===== config.mk =====
export PLATFORM = sky130hd
export DESIGN_NAME = play_sequencer_flat
export DESIGN_NICKNAME = d
export VERILOG_FILES = /design/src/rtl/play_sequencer_if.sv /design/src/rtl/play_sequencer.sv /design/src/flat_wrapper.sv
export SDC_FILE = /design/constraint.sdc
export NUM_CORES = 1
export LEC_CHECK = 0
export CAP_MARGIN = 25
export CORE_ASPECT_RATIO = 1.1
export CORE_MARGIN = 2
export CORE_UTILIZATION = 45
export CTS_BUF_LIST = sky130_fd_sc_hd__clkbuf_8
export DETAILED_ROUTE_END_ITERATION = 8
export GPL_ROUTABILITY_DRIVEN = 0
export PLACE_DENSITY = 0.85
export RECOVER_POWER = 100
export SETUP_SLACK_MARGIN = 0.2
export SLEW_MARGIN = 20
export SYNTH_ARGS = -nofsm -noshare
export SYNTH_HDL_FRONTEND = slang
export SYNTH_SLANG_ARGS = --single-unit

===== constraint.sdc =====
create_clock -name clk -period 2.5 [get_ports clk]
set_input_delay 0.375 -clock clk [delete_from_list [all_inputs] [get_ports clk]]
set_output_delay 0.375 -clock clk [all_outputs]
set_load 0.01 [all_outputs]

===== src/rtl/play_sequencer_if.sv =====
// Signal bundle between the play-mode controller and the note sequencer.
// The master side drives session control and player/user events; the slave side is the sequencer.
interface play_sequencer_if #(
  parameter int unsigned SONG_CNT_BITS = 8,
  parameter int unsigned CLOCK_BITS    = 32
);
  logic                     en;
  logic                     start;
  logic [SONG_CNT_BITS-1:0] track;
  logic [CLOCK_BITS-1:0]    system_clock;
  logic                     snd_over;
  logic                     hit;
  logic [SONG_CNT_BITS-1:0] cnt;
  logic [CLOCK_BITS-1:0]    goal_clock;
  logic                     snd_start;
  logic                     can_hit;
  logic                     hit_taken;
  logic                     commit;
  logic                     miss;
  logic                     timeout;
  logic                     busy;
  logic                     done;

  modport master (
    output en, start, track, system_clock, snd_over, hit,
    input  cnt, goal_clock, snd_start, can_hit, hit_taken, commit, miss, timeout, busy, done
  );

  modport slave (
    input  en, start, track, system_clock, snd_over, hit,
    output cnt, goal_clock, snd_start, can_hit, hit_taken, commit, miss, timeout, busy, done
  );
endinterface


===== src/rtl/play_sequencer.sv =====
// Play-mode note sequencer: steps the note index, launches each note, runs the hit window and
// emits exactly one score commit per note before reporting the session done.
module play_sequencer #(
  parameter int unsigned SONG_CNT_BITS  = 8,
  parameter int unsigned CLOCK_BITS     = 32,
  parameter int unsigned TIMEOUT_CYCLES = 200000000,
  parameter int unsigned TO_BITS        = 28
) (
  input logic             clk,
  input logic             rst_n,
  play_sequencer_if.slave bus
);

  typedef enum logic [2:0] {StIdle, StLoad, StLaunch, StWait, StCommit, StDone} state_e;

  localparam logic [TO_BITS-1:0]       ToLast = TO_BITS'(TIMEOUT_CYCLES - 1);
  localparam logic [TO_BITS-1:0]       ToOne  = TO_BITS'(1);
  localparam logic [SONG_CNT_BITS-1:0] CntOne = SONG_CNT_BITS'(1);

  state_e                   state_q, state_d;
  logic [SONG_CNT_BITS-1:0] cnt_q, cnt_d;
  logic [SONG_CNT_BITS-1:0] trk_q, trk_d;
  logic [CLOCK_BITS-1:0]    goal_q, goal_d;
  logic [TO_BITS-1:0]       to_cnt_q, to_cnt_d;
  logic                     can_hit_q, can_hit_d;
  logic                     hit_taken_q, hit_taken_d;
  logic                     to_flag_q, to_flag_d;

  always_comb begin
    state_d     = state_q;
    cnt_d       = cnt_q;
    trk_d       = trk_q;
    goal_d      = goal_q;
    to_cnt_d    = to_cnt_q;
    can_hit_d   = can_hit_q;
    hit_taken_d = hit_taken_q;
    to_flag_d   = to_flag_q;
    unique case (state_q)
      StIdle, StDone: begin
        if (bus.start && bus.en) begin
          trk_d   = bus.track;
          cnt_d   = '0;
          state_d = (bus.track == '0) ? StDone : StLoad;
        end
      end
      StLoad: begin
        hit_taken_d = 1'b0;
        state_d     = StLaunch;
      end
      StLaunch: begin
        goal_d    = bus.system_clock;
        to_cnt_d  = '0;
        can_hit_d = 1'b1;
        to_flag_d = 1'b0;
        state_d   = StWait;
      end
      StWait: begin
        to_cnt_d = to_cnt_q + ToOne;
        // Only the first hit of a note is accepted; the window then closes.
        if (bus.hit && can_hit_q && !hit_taken_q) begin
          hit_taken_d = 1'b1;
          can_hit_d   = 1'b0;
        end
        if (bus.snd_over) begin
          can_hit_d = 1'b0;
          state_d   = StCommit;
        end else if (to_cnt_q == ToLast) begin
          can_hit_d = 1'b0;
          to_flag_d = 1'b1;
          state_d   = StCommit;
        end
      end
      StCommit: begin
        if (cnt_q == trk_q - CntOne) begin
          state_d = StDone;
        end else begin
          cnt_d   = cnt_q + CntOne;
          state_d = StLoad;
        end
      end
      default: state_d = StIdle;
    endcase
  end

  // en low behaves exactly like reset so a mid-session drop aborts without a commit.
  always_ff @(posedge clk) begin
    if (!rst_n || !bus.en) begin
      state_q     <= StIdle;
      cnt_q       <= '0;
      trk_q       <= '0;
      goal_q      <= '0;
      to_cnt_q    <= '0;
      can_hit_q   <= 1'b0;
      hit_taken_q <= 1'b0;
      to_flag_q   <= 1'b0;
    end else begin
      state_q     <= state_d;
      cnt_q       <= cnt_d;
      trk_q       <= trk_d;
      goal_q      <= goal_d;
      to_cnt_q    <= to_cnt_d;
      can_hit_q   <= can_hit_d;
      hit_taken_q <= hit_taken_d;
      to_flag_q   <= to_flag_d;
    end
  end

  assign bus.cnt        = cnt_q;
  assign bus.goal_clock = goal_q;
  assign bus.snd_start  = (state_q == StLaunch);
  assign bus.can_hit    = can_hit_q;
  assign bus.hit_taken  = hit_taken_q;
  assign bus.commit     = (state_q == StCommit);
  assign bus.miss       = (state_q == StCommit) && !hit_taken_q;
  assign bus.timeout    = (state_q == StCommit) && to_flag_q;
  assign bus.busy       = (state_q != StIdle) && (state_q != StDone);
  assign bus.done       = (state_q == StDone);

endmodule


===== src/flat_wrapper.sv =====
// flat-port wrapper written by rule: the top's interface ports become plain ports
module play_sequencer_flat 
#(
  parameter int unsigned SONG_CNT_BITS  = 8,
  parameter int unsigned CLOCK_BITS     = 32,
  parameter int unsigned TIMEOUT_CYCLES = 200000000,
  parameter int unsigned TO_BITS        = 28
)
  (clk, rst_n, bus_en, bus_start, bus_track, bus_system_clock, bus_snd_over, bus_hit, bus_cnt, bus_goal_clock, bus_snd_start, bus_can_hit, bus_hit_taken, bus_commit, bus_miss, bus_timeout, bus_busy, bus_done);
  play_sequencer_if #(.SONG_CNT_BITS(SONG_CNT_BITS), .CLOCK_BITS(CLOCK_BITS)) bus_i ();
  input logic clk;
  input logic rst_n;
  input wire logic [$bits(bus_i.en)-1:0] bus_en;
  input wire logic [$bits(bus_i.start)-1:0] bus_start;
  input wire logic [$bits(bus_i.track)-1:0] bus_track;
  input wire logic [$bits(bus_i.system_clock)-1:0] bus_system_clock;
  input wire logic [$bits(bus_i.snd_over)-1:0] bus_snd_over;
  input wire logic [$bits(bus_i.hit)-1:0] bus_hit;
  output wire logic [$bits(bus_i.cnt)-1:0] bus_cnt;
  output wire logic [$bits(bus_i.goal_clock)-1:0] bus_goal_clock;
  output wire logic [$bits(bus_i.snd_start)-1:0] bus_snd_start;
  output wire logic [$bits(bus_i.can_hit)-1:0] bus_can_hit;
  output wire logic [$bits(bus_i.hit_taken)-1:0] bus_hit_taken;
  output wire logic [$bits(bus_i.commit)-1:0] bus_commit;
  output wire logic [$bits(bus_i.miss)-1:0] bus_miss;
  output wire logic [$bits(bus_i.timeout)-1:0] bus_timeout;
  output wire logic [$bits(bus_i.busy)-1:0] bus_busy;
  output wire logic [$bits(bus_i.done)-1:0] bus_done;
  assign bus_i.en = bus_en;
  assign bus_i.start = bus_start;
  assign bus_i.track = bus_track;
  assign bus_i.system_clock = bus_system_clock;
  assign bus_i.snd_over = bus_snd_over;
  assign bus_i.hit = bus_hit;
  assign bus_cnt = bus_i.cnt;
  assign bus_goal_clock = bus_i.goal_clock;
  assign bus_snd_start = bus_i.snd_start;
  assign bus_can_hit = bus_i.can_hit;
  assign bus_hit_taken = bus_i.hit_taken;
  assign bus_commit = bus_i.commit;
  assign bus_miss = bus_i.miss;
  assign bus_timeout = bus_i.timeout;
  assign bus_busy = bus_i.busy;
  assign bus_done = bus_i.done;
  play_sequencer #(.SONG_CNT_BITS(SONG_CNT_BITS), .CLOCK_BITS(CLOCK_BITS), .TIMEOUT_CYCLES(TIMEOUT_CYCLES), .TO_BITS(TO_BITS)) u_core (.clk(clk), .rst_n(rst_n), .bus(bus_i));
endmodule

==> results.ini <==
[cells_and_area]
design_area_mm2=0.00509
drive_gt1_share_pct=9.27
nets=605
layout_commonest_cell=nand2_1
layout_common_cells=nand2_1, dfxtp_1, a21oi_1
diodes=0
syn2layout_area_growth_pct=35.1

[floorplan]
fp.coreArea_mm2=0.00828
die-area_mm2=0.00913
rows=35
die_w_um=91.3
initial_utilization_pct=45.5
ios=94
die_h_um=100

[flow_run]
drv_cap=0

[clock_network]
clock_sinks=82
holdBufCountCts=0
cts_buffer_depth=2
tritoncts=built
numCtsBuffers=9
clk_pin_slew_worst_paths_ns=0.09
cts-root-buf=clkbuf_8
insertion_delay_ns=0.36
htreeDepth=3

[placement]
hpwlAfterDp_mm=6.47
place_area_mm2=0.00482
io_buffers=93

[worst_setup_path]
crit_path_start_kind=flop
path_max_fanout=11
worstSetupEndpointType=output pin
cp.arrival_ns=1.96
timing.rr.end=u_core.bus.cnt[6]
r2r_setup_slack_ns=0.23
crit_type=flop to output pin
cp.required_ns=2.12
r2r_start=u_core.trk_q[0]
r2r_cells=9

[grt]
track_usage_pct=21.0
grt_pass1_vias=3452
grt_overflow=0
grt_max_degree=58
grt_pass1_wl_mm=15.7
antenna_found_initial=0

[drt]
vias=3648
remaining_drc_errors=0
vias_per_cell=5.43
firstDrtPassIters=4
wl_per_cell_um=14.1
wirelength_mm=9.45
ant_nets=0
drt-initial-drc-count=215

[sta]
fin_skew_ns=0.0155
max_freq_mhz=428
worst_pin_slew_ns=1.06
grt_setup_unrepaired=yes
hold_violations=0
fin_crit_sh_pct=93.5
fin_tns_setup_ns=0
maxSlewViolCount=0
period_needed_ns=2.34
finalSetupViolations=0
fin_hold_ws_ns=0.454
relSlewSlack_pct=29.4

[synthesis]
synth_nets=513
synthFlopType=dfxtp_1
yosysSeqAreaShare_pct=43.5
syn_area_per_cell_um2=8.12
syn_area_mm2=0.00377
synth-seq-cells=82
yosysWarnings=0
netlist-cell-type-count=50
synth-edff-count=0
async_flop_share_pct=0
synth_cells=464

[hold_path]
hold_depth=2
hold-path-endpoint=u_core.bus.goal_clock[27]
hp-start=u_core.bus.goal_clock[27]
hp-class=flop to flop

[run_status]
status=completed

[pwr]
leakage_nw=1.85
ir_drop_mv=0.317
p_per_area_mw_per_mm2=532

==> repair_timing <==
item	4_1_cts	5_1_grt
pin swaps	0	4
cloned	0	1
gates resized for setup	5	11
endpoints found under the setup margin	8	11
setup buffers	0	1
==> worst max path at each step <==
| stage | from | to | slack (ns) |
|---|---|---|---|
| floorplan | u_core.trk_q[0] | u_core.bus.cnt[6] | 0.32 |
| global placement | bus_en | u_core.bus.cnt[7] | 0.19 |
| detailed placement | bus_en | u_core.bus.cnt[7] | 0.13 |
| CTS | u_core.trk_q[0] | u_core.bus.cnt[4] | 0.24 |
| global route | u_core.state_q[1] | u_core.bus.cnt[6] | 0.08 |
| finish | u_core.state_q[0] | bus_busy | 0.16 |
==> power by group <==
part / switching, W / internal (W)
combinational: 0.0000848 / 0.000104
sequential: 0.00000950 / 0.00131
clock: 0.000519 / 0.000681
==> state kept, by name, summed over array words and instances (netlist names) <==
name / flops
u_core.bus.goal_clock: 32
u_core.to_cnt_q: 28
u_core.bus.cnt: 8
u_core.trk_q: 8
u_core.state_q: 3
u_core.bus.can_hit: 1
u_core.bus.hit_taken: 1
u_core.to_flag_q: 1
==> layout make-up <==
type	count	area (µm²)
fillers	690	3180
multi-input cells	350	2010
flip-flops and latches	82	1650
repair buffers	106	1010
well taps	111	139
clock inverters	7	128
clock buffers	9	124
inverters	7	28.8
==> cells by family after synthesis <==
group / share of synthesized area [%]
multiplexers: 4.35
XOR/XNOR: 3.02
AO/OA/AOI/OAI: 14.8
buffers and inverters: 3.52
adder cells (fa/ha/maj): 0.996
AND/OR/NAND/NOR: 29.8
flip-flops: 43.5
==> stage by stage <==
stage	utilization, %	instances	total power, W	setup WS, ns
finish	61.5	672	0.00271	0.163
global route	61.5	672	0.00281	0.0848
CTS	61.3	670	0.00273	0.237
detailed placement	58.2	654	0.00154	0.133
global placement	58.2	654	0.00153	0.190
floorplan	-	464	0.00143	0.322
==> worst max-delay path, stage by stage (launching register included) <==
cell and delay [ns]:
dfxtp_1 0.56, xor2_1 0.13, or2_2 0.31, dlygate4sd3_1 0.61
==> per-layer routing <==
metal | track usage [%] | vias up | wire length (µm)
li1 | - | 1821 | -
met2 | 35.1 | 92 | 4710
met1 | 25.9 | 1717 | 4050
met5 | 0 | - | 0
met3 | 5.03 | 18 | 442
met4 | 9.32 | 0 | 244
==> synth_stat cells (all sizes together), types with 2 or more instances <==
| cell | n | share of area, % |
|---|---|---|
| o21a | 6 | 1.2 |
| o31a | 4 | 0.93 |
| nand2 | 97 | 9.7 |
| dfxtp | 82 | 44 |
| mux2 | 3 | 0.90 |
| nand3 | 27 | 3.6 |
| ha | 3 | 1.0 |
| and3 | 6 | 1.0 |
| or2 | 7 | 1.2 |
| o211ai | 9 | 1.8 |
| or3 | 12 | 2.0 |
| buf | 8 | 1.1 |
| o21ai | 5 | 0.66 |
| nor2 | 39 | 3.9 |
| nand4 | 8 | 1.3 |
| nand4b | 2 | 0.46 |
| o31ai | 2 | 0.40 |
| nor4 | 9 | 2.0 |
| clkbuf | 17 | 1.7 |
| mux2i | 13 | 3.5 |
| nor3 | 5 | 0.80 |
| xnor2 | 7 | 1.6 |
| inv | 6 | 0.60 |
| o311ai | 3 | 0.70 |
| xor2 | 6 | 1.4 |
| nor2b | 5 | 0.83 |
| a211oi | 4 | 0.80 |
| and4 | 3 | 0.70 |
| or4 | 4 | 0.90 |
| a21oi | 50 | 6.7 |
Power figures use the tool's default switching activity.
